## src/rtl/muldiv_unit_pkg.sv

```systemverilog
// Shared opcode constants and helpers for the multiply/divide unit.
// The alucontrol opcode values are the same ones the decoder emits, so
// every consumer takes them from here rather than keeping local copies.
package muldiv_unit_pkg;

  localparam logic [7:0] MULT_OP  = 8'h18;
  localparam logic [7:0] MULTU_OP = 8'h19;
  localparam logic [7:0] DIV_OP   = 8'h1a;
  localparam logic [7:0] DIVU_OP  = 8'h1b;

  // Two's-complement magnitude. The most negative value maps to 32'h8000_0000,
  // which is correct when the result is read as unsigned.
  function automatic logic [31:0] abs32(input logic [31:0] v);
    return v[31] ? (~v + 32'd1) : v;
  endfunction

endpackage

```

## src/rtl/muldiv_unit_div_iter.sv

```systemverilog
// Radix-2 restoring divider datapath (div_iter).
// It produces one quotient bit per enabled cycle, MSB first. The dividend is
// shifted out of the quotient register while quotient bits shift in.
// Ports:
//   clk, resetn    clock, async active-low reset
//   load_i         clear partial remainder, load dividend into quotient register
//   step_i         perform one restoring iteration
//   dividend_i     unsigned dividend (sampled on load_i)
//   divisor_i      unsigned divisor (held stable by the owner while stepping)
//   quot_next_o    quotient register value after the current step
//   rem_next_o     remainder value after the current step
module muldiv_unit_div_iter (
  input  logic        clk,
  input  logic        resetn,
  input  logic        load_i,
  input  logic        step_i,
  input  logic [31:0] dividend_i,
  input  logic [31:0] divisor_i,
  output logic [31:0] quot_next_o,
  output logic [31:0] rem_next_o
);

  logic [32:0] rem_q, rem_d;
  logic [31:0] quot_q, quot_d;
  logic [33:0] shifted;
  logic [33:0] diff;
  logic        ge;

  always_comb begin
    // The top bit of the shifted remainder is always zero; keeping it makes the
    // borrow of the trial subtraction land in diff[33].
    shifted = {rem_q, quot_q[31]};
    diff    = shifted - {2'b00, divisor_i};
    ge      = ~diff[33];
    rem_d   = ge ? diff[32:0] : shifted[32:0];
    quot_d  = {quot_q[30:0], ge};
  end

  always_ff @(posedge clk or negedge resetn) begin
    if (!resetn) begin
      rem_q  <= '0;
      quot_q <= '0;
    end else if (load_i) begin
      rem_q  <= '0;
      quot_q <= dividend_i;
    end else if (step_i) begin
      rem_q  <= rem_d;
      quot_q <= quot_d;
    end
  end

  assign quot_next_o = quot_d;
  assign rem_next_o  = rem_d[31:0];

endmodule

```

## src/rtl/muldiv_unit.sv

```systemverilog
// Multi-cycle multiply/divide unit for the EX stage.
// It accepts MULT/MULTU/DIV/DIVU, stalls the pipeline while busy, and
// produces {hi, lo} with a one-cycle result_valid_o pulse.
// Ports:
//   clk, resetn        clock, async active-low reset
//   valid_i            EX-stage instruction valid
//   alucontrol_i       8-bit operation code
//   a_i, b_i           rs / rt operand values
//   flush_i            abort any in-flight operation
//   stall_o            hold the pipeline while an accepted op is unfinished
//   result_valid_o     high for the single DONE cycle
//   hi_o, lo_o         remainder/upper product, quotient/lower product
module muldiv_unit
  import muldiv_unit_pkg::*;
(
  input  logic        clk,
  input  logic        resetn,
  input  logic        valid_i,
  input  logic [7:0]  alucontrol_i,
  input  logic [31:0] a_i,
  input  logic [31:0] b_i,
  input  logic        flush_i,
  output logic        stall_o,
  output logic        result_valid_o,
  output logic [31:0] hi_o,
  output logic [31:0] lo_o
);

  typedef enum logic [1:0] {StIdle, StMul, StDiv, StDone} state_e;

  state_e      state_q, state_d;
  logic [5:0]  cnt_q, cnt_d;
  logic [31:0] hi_q, hi_d, lo_q, lo_d;
  logic [31:0] a_q, b_q, a_raw_q;
  logic        neg_quo_q, neg_rem_q;

  logic        is_mul, is_signed, is_muldiv, start, accept;
  logic [31:0] a_mag, b_mag;
  logic [63:0] prod, prod_fix;
  logic [31:0] quot_next, rem_next, quot_fix, rem_fix;

  assign is_mul    = (alucontrol_i == MULT_OP) || (alucontrol_i == MULTU_OP);
  assign is_signed = (alucontrol_i == MULT_OP) || (alucontrol_i == DIV_OP);
  assign is_muldiv = is_mul || (alucontrol_i == DIV_OP) || (alucontrol_i == DIVU_OP);
  assign start     = valid_i & ~flush_i & is_muldiv;
  // The stalled instruction keeps presenting start while busy; only a start seen
  // in IDLE or DONE begins a new operation.
  assign accept    = start & ((state_q == StIdle) || (state_q == StDone));

  assign a_mag = is_signed ? abs32(a_i) : a_i;
  assign b_mag = is_signed ? abs32(b_i) : b_i;

  assign prod     = {32'd0, a_q} * {32'd0, b_q};
  assign prod_fix = neg_quo_q ? (~prod + 64'd1) : prod;
  assign quot_fix = neg_quo_q ? (~quot_next + 32'd1) : quot_next;
  assign rem_fix  = neg_rem_q ? (~rem_next + 32'd1) : rem_next;

  muldiv_unit_div_iter u_div_iter (
    .clk         (clk),
    .resetn      (resetn),
    .load_i      (accept),
    .step_i      (state_q == StDiv),
    .dividend_i  (a_mag),
    .divisor_i   (b_q),
    .quot_next_o (quot_next),
    .rem_next_o  (rem_next)
  );

  always_comb begin
    state_d = state_q;
    cnt_d   = cnt_q;
    hi_d    = hi_q;
    lo_d    = lo_q;
    unique case (state_q)
      StIdle, StDone: begin
        if (accept) begin
          state_d = is_mul ? StMul : StDiv;
          cnt_d   = '0;
        end else begin
          state_d = StIdle;
        end
      end
      StMul: begin
        if (flush_i) begin
          state_d = StIdle;
        end else begin
          state_d      = StDone;
          {hi_d, lo_d} = prod_fix;
        end
      end
      StDiv: begin
        if (flush_i) begin
          state_d = StIdle;
        end else if (cnt_q == 6'd31) begin
          state_d = StDone;
          if (b_q == '0) begin
            // Divide by zero: fixed pattern, no sign correction.
            hi_d = a_raw_q;
            lo_d = 32'hFFFF_FFFF;
          end else begin
            hi_d = rem_fix;
            lo_d = quot_fix;
          end
        end else begin
          cnt_d = cnt_q + 6'd1;
        end
      end
      default: state_d = StIdle;
    endcase
  end

  always_ff @(posedge clk or negedge resetn) begin
    if (!resetn) begin
      state_q   <= StIdle;
      cnt_q     <= '0;
      hi_q      <= '0;
      lo_q      <= '0;
      a_q       <= '0;
      b_q       <= '0;
      a_raw_q   <= '0;
      neg_quo_q <= 1'b0;
      neg_rem_q <= 1'b0;
    end else begin
      state_q <= state_d;
      cnt_q   <= cnt_d;
      hi_q    <= hi_d;
      lo_q    <= lo_d;
      if (accept) begin
        a_q       <= a_mag;
        b_q       <= b_mag;
        a_raw_q   <= a_i;
        neg_quo_q <= is_signed & (a_i[31] ^ b_i[31]);
        neg_rem_q <= is_signed & a_i[31];
      end
    end
  end

  assign stall_o        = start | (state_q == StMul) | (state_q == StDiv);
  assign result_valid_o = (state_q == StDone);
  assign hi_o           = hi_q;
  assign lo_o           = lo_q;

endmodule

```

## config.mk

```make
export PLATFORM = sky130hd
export DESIGN_NAME = muldiv_unit
export DESIGN_NICKNAME = d
export VERILOG_FILES = /design/src/rtl/muldiv_unit_pkg.sv /design/src/rtl/muldiv_unit_div_iter.sv /design/src/rtl/muldiv_unit.sv
export SDC_FILE = /design/constraint.sdc
export NUM_CORES = 2
export LEC_CHECK = 0
export ABC_AREA = 0
export BUFFER_PORTS_ARGS = -buffer_cell sky130_fd_sc_hd__buf_2
export CAP_MARGIN = 25
export CORE_AREA = 3 3 419 421
export DETAILED_ROUTE_END_ITERATION = 6
export DIE_AREA = 0 0 422 424
export SLEW_MARGIN = 0
export SYNTH_ARGS = -nofsm -noshare
export SYNTH_HDL_FRONTEND = slang
export SYNTH_SLANG_ARGS = --single-unit
```

## constraint.sdc

```tcl
create_clock -name clk -period 9.5 [get_ports clk]
set_clock_uncertainty 0.1 [all_clocks]
set_input_delay 0.95 -clock clk [delete_from_list [all_inputs] [get_ports clk]]
set_output_delay 0.95 -clock clk [all_outputs]
set_load 0.01 [all_outputs]
```

# After elaboration in Yosys (flattened, before gate mapping)
# Cells that the tools add are included.
[word_totals] elab_cells=93 regBits=235 inputBits=76
[classes] reduce_logical=13 addsub=7 n_mul=1 eq_ne=14 mux=32 bitwise=15
[op_table] cell="32-bit two-way mux" n=16
[op_table] cell="32-bit by 1-bit adder with 32-bit output (second input constant)" n=4
[op_table] cell="32-bit inverter" n=4
[op_table] cell="32-bit one-hot mux with 2 select lines" n=2
[op_table] cell="33-bit two-way mux" n=3
[op_table] cell="64-bit by 1-bit adder with 64-bit output (second input constant)" n=1
[op_table] cell="32-bit by 32-bit multiplier with 64-bit output" n=1
[op_table] cell="64-bit two-way mux" n=1
[op_table] cell="64-bit inverter" n=1
[op_table] cell="34-bit by 32-bit subtractor with 34-bit output" n=1
[op_table] cell="8-bit by 5-bit == test with 1-bit output (second input constant)" n=4
[op_table] cell="32-bit logical NOT" n=1
[op_table] cell="6-bit two-way mux" n=3
[op_table] cell="6-bit one-hot mux with 2 select lines" n=1
[op_table] cell="2-bit two-way mux" n=5
[op_table] cell="2-bit inequality test (second input constant)" n=5
[op_table] cell="4-bit AND reduction" n=2
[op_table] cell="6-bit by 1-bit adder with 6-bit output (second input constant)" n=1
[op_table] cell="6-bit by 5-bit == test with 1-bit output (second input constant)" n=1
[op_table] cell="2-bit one-hot mux with 3 select lines" n=1
[op_table] cell="2-bit nonzero test" n=3
[op_table] cell="1-bit bitwise AND" n=5
[op_table] cell="1-bit logical OR" n=5
[op_table] cell="2-bit == test (second input constant)" n=2
[op_table] cell="other kinds (7)" n=9

# Logic depth before layout (Yosys ltp)
[depth] word_depth=9 depth_mapped=32 depth_no_buf=28

# Cells and area by module
# A second synthesis with hierarchy kept.
[unflattened] cells_unflattened=5968 area_unflattened_um2=50986.4
[by_module_without_submodules] module="muldiv_unit" n_inst=1 cells_per_inst=5297 area_each_um2=45428.6
[by_module_without_submodules] module="muldiv_unit_div_iter" n_inst=1 cells_per_inst=671 area_each_um2=5557.8

# Worst setup path after synthesis
# OpenSTA, ideal clock, no wires.
[synth_path] path_kind="register to register" startpoint="reg b_q[8]" endpoint="reg hi_q[31], in the netlist hi_o[31]" setup_time_ns=0.143 path_slack_ns=1.073 arrival_ns=8.184 required_ns=9.257 path_stages_with_launch=30 path_cell_list="dfrtp_1 > clkbuf_1 > clkbuf_1 > nand2_1 > fa_1 > inv_1 > fa_1 > fa_1 > inv_1 > fa_1 > inv_1 > fa_1 > inv_1 > fa_1 > inv_1 > fa_1 > fa_1 > ha_1 > a21oi_2 > o21ai_1 > a221o_1 > o31a_1 > o31ai_4 > mux2_2 > o21bai_1 > nor4b_1 > nand3_1 > o41ai_2 > xnor2_1 > o221ai_1"
[synth_between] elab_chain_cells=9 elab_cells_between_ends=15
[synth_lines] element="start: declaration" line_no="muldiv_unit.sv:34" rtl="logic [31:0] a_q, b_q, a_raw_q;"
[synth_lines] element="start signal: assignment" line_no="muldiv_unit.sv:130" rtl="b_q <= b_mag;"
[synth_lines] element="branches (longest 8 deep; another with 32-bit by 32-bit multiplier with 64-bit output)"
[synth_lines] element="32-bit one-hot mux with 2 select lines (*)" line_no="muldiv_unit.sv:74" rtl="unique case (state_q)"
[synth_lines] element="end signal: assignment" line_no="muldiv_unit.sv:126" rtl="hi_q <= hi_d;"
[synth_lines] element="end: declaration" line_no="muldiv_unit.sv:33" rtl="logic [31:0] hi_q, hi_d, lo_q, lo_d;"
# Every way passes the cells marked *. The select of a mux whose other input is x is not followed.
# A chain may end at the register's enable or synchronous reset.

# Worst setup path in the final report
[layout_path] startpoint="reg b_q[3]" endpoint="reg hi_q[1], in the netlist hi_o[1]"
# The elaborated chain is that of the path after synthesis.

==> results.py <==
metrics = {
    "outcome": {
        "status": "complete, no violations",
    },
    "clock_tree": {
        "clk_pin_slew_ns": 0.06,
        "cts_buffers": 34,
        "cts_setup_buffers": 0,
        "cts_root_buffer": "clkbuf_16",
        "cts_max_level": 2,
        "clock_latency_ns": 0.59,
        "clk_path_buf_depth": 3,
        "cts.sinks": 234,
        "tritoncts": "built",
    },
    "timing": {
        "setup_slack_ns": 0.269,
        "report.final.hold_viol_count": 0,
        "period_share_pct": 97.2,
        "tightestPinTransition_ns": 1.01,
        "slew_headroom_pct": 32.3,
        "fin_tns_setup_ns": 0,
        "post-route-min-period_ns": 9.23,
        "setup-violations-final": 0,
        "rsz0062_at_grt": "false",
        "clock.fmax_mhz": 108,
        "slew_viol_final": 0,
    },
    "floorplanning": {
        "die_x_um": 422,
        "start_util_pct": 30.0,
        "die_y_um": 424,
        "io_pins": 142,
        "die_area_sq_um": 179000,
        "coreArea_sq_um": 172000,
        "placementRows": 152,
    },
    "synthesis": {
        "syn_inst": 5978,
        "synth_top_family_by_area": "adder cells",
        "synthMuxAreaShare_pct": 0.914,
        "synth_edf_count": 0,
        "ys_seq_area_share_pct": 11.4,
        "synth_nets": 7255,
        "synth_compound_area_share_pct": 11.8,
        "ys_seq_elements": 234,
        "synth_xor_area_share_pct": 4.13,
        "netlist_area_sq_um": 51500,
        "synth-warning-count": 0,
        "synthSimpleGateAreaFrac_pct": 19.8,
        "synth-main-ff-cell": "dfrtp_1",
        "synthAdderAreaFrac_pct": 42.3,
        "avgSynthCellArea_sq_um": 8.61,
        "yosys.cell_types.count": 112,
        "ys_async_sr_fraction_pct": 100,
    },
    "critical_path": {
        "end_kind": "flip-flop",
        "required_ns": 9.91,
        "critPathArrivalTime_ns": 9.64,
        "regToRegStartpoint": "b_q[3]",
        "cp-startpoint": "b_q[3]",
        "cp-start-kind": "flip-flop",
        "critical_path_class": "reg2reg",
        "cp_max_fo": 15,
    },
    "drt": {
        "drtIter0Drc": 3146,
        "wl_met3_mm": 9.78,
        "ant_nets": 0,
        "routedWlPerCell_um": 20.1,
        "highest_layer": "met4",
        "wl_met1_mm": 72.8,
        "firstDrtPassIters": 7,
        "vias": 41975,
        "routed_wl_mm": 167,
        "met2_length_mm": 79.5,
        "drc": 0,
        "drt-vias-per-instance": 5.04,
    },
    "power": {
        "powerDensity_nw_per_um2": 205,
        "ir_worst_vdd_uv": 263,
        "leakage_nw": 26.6,
    },
    "global_routing": {
        "grt_pass1_wl_mm": 264,
        "grt_overflow": 0,
        "grt_max_degree": 128,
        "antenna_found_initial": 5,
        "grt_pass1_vias": 44279,
        "grt_usage_pct": 18.7,
    },
    "placement": {
        "place.gp.congestion": 0.947,
        "post-place-ws_ns": 0.0648,
        "io_buffers": 141,
        "dpl_cell_area_sq_um": 55300,
        "placed_cells": 8273,
        "dp_hpwl_mm": 140,
    },
    "finish": {
        "area_delta_synth_final_pct": 9.85,
        "fillCellCount": 17878,
        "multiInputGateArea_sq_um": 40700,
        "drive_gt1_share_pct": 9.04,
        "final_net_count": 7276,
        "final_cell_count_no_fill": 8332,
        "seqCellArea_sq_um": 5890,
        "stdcell_area_sq_um": 56500,
    },
    "run": {
        "maxCapViolCount": 0,
    },
    "hold_path": {
        "hold_class": "in2async",
    },
}
[worst max-delay path: stages (launching register included)]
cell and delay (ns):
dfrtp_2 0.49, buf_4 0.23, and2_1 0.19, fa_1 0.51, inv_1 0.05, fa_1 0.49, fa_1 0.48, fa_1 0.56
inv_1 0.05, fa_1 0.48, fa_1 0.53, fa_1 0.58, fa_1 0.49, ha_1 0.36, a21oi_1 0.19, o21ai_0 0.25
or3_1 0.39, o32a_4 0.37, xnor2_4 0.19, nand2b_2 0.11, or4_4 0.55, or3_1 0.47, o31a_1 0.27, xnor2_1 0.24
buf_4 0.19, a21oi_1 0.06, buf_4 0.17, o21ai_1 0.10
[logic make-up after synthesis]
family | Yosys count
mux | 46
simple gates | 2030
compound gates | 925
fa+ha+maj | 1201
buf+inv | 1303
xor+xnor | 239
flops | 234
[placed cells by master, fill, tap and decap left out, types with 153 or more instances in the layout]
| cell | n |
|---|---|
| nand2_1 | 825 |
| nor2_1 | 221 |
| dfrtp_1 | 203 |
| a21oi_1 | 240 |
| xnor2_1 | 153 |
| and2_1 | 639 |
| fa_1 | 897 |
| ha_1 | 302 |
| o21ai_0 | 227 |
| inv_1 | 924 |
| buf_4 | 211 |
[cells in the mapped netlist (all sizes together) (7+ instances only)]
library cell	instances	area share, %
o21ai	251	2.5
o211a	7	0.14
or4	16	0.26
o211ai	37	0.55
and2	641	7.8
nor3b	10	0.15
a21boi	10	0.15
o2111ai	9	0.20
inv	926	6.8
o41ai	20	0.45
nor4	35	0.47
and3	18	0.22
o22ai	33	0.40
a21oi	253	2.5
xor2	84	1.4
ha	304	7.4
and4	14	0.24
o21a	23	0.34
nand3	39	0.40
o31ai	52	0.85
buf	41	0.52
mux2i	41	0.80
nand2	826	6.0
a21o	27	0.39
a211oi	79	1.2
or2	14	0.17
nor2	223	1.6
fa	897	35
clkbuf	336	2.5
or3	39	0.48
o221ai	18	0.32
nand2b	22	0.27
dfrtp	234	11
o31a	9	0.15
a221oi	8	0.14
nor3	63	0.64
nand4	45	0.58
xnor2	155	2.7
a31oi	26	0.33
[power by group]
part	switching, mW	internal [mW]	leakage [nW]
logic	5.24	3.24	23.1
clock network	0.553	0.734	0.525
registers	0.530	1.30	2.93
[metal layers]
| metal | global-route usage, % | vias up |
|---|---|---|
| met5 | 0 | - |
| met4 | 5.49 | 0 |
| met3 | 2.30 | 224 |
| met2 | 31.5 | 1296 |
| met1 | 25.3 | 21467 |
| li1 | - | 18988 |
[registers in the layout, summed over array words and instances (netlist names)]
name	count
u_div_iter.rem_q	33
hi_o	32
state_q	2
cnt_q	6
neg_rem_q	1
a_raw_q	31
a_q	32
b_q	32
neg_quo_q	1
lo_o	32
u_div_iter.quot_q	32
[worst paths after layout]
| path | to | slack (ns) | cells past startpoint |
|---|---|---|---|
| min | u_div_iter.rem_q[28] | 0.24 | 1 |
| max reg2reg | hi_o[1] | 0.27 | 27 |
| min reg2reg | a_raw_q[17] | 0.38 | 2 |
| max | hi_o[1] | 0.27 | 27 |
| min in group clk | a_raw_q[17] | 0.38 | 2 |
| max in group asynchronous | b_q[10] | 7.74 | 2 |
[per-stage QoR]
step | util, % | hold slack [ns] | power (mW)
global route | 32.9 | 0.272 | 12.4
detailed placement | 32.2 | 0.369 | 10.1
CTS | 32.8 | 0.248 | 11.5
finish | 32.9 | 0.240 | 11.6
floorplan | - | 0.340 | 6.99
global placement | 32.2 | 0.361 | 10.1
[cell type report]
cell class                 count  share of cell area, %
clock inverter                14                  0.301
inverter                     926                   6.15
antenna                        2                0.00885
sequential                   234                   10.4
clock buffer                  43                   1.60
multi-input combinational   4441                   72.0
tap                         2310                   5.11
timing repair buffer         362                   4.38
[what timing repair did]
item	in CTS	in global routing
endpoints found under the setup margin	0	29
endpoints found under the hold margin	0	0
gates resized for setup	0	51
hold buffers	0	0
Note: power is estimated with default switching activity, not from simulation.
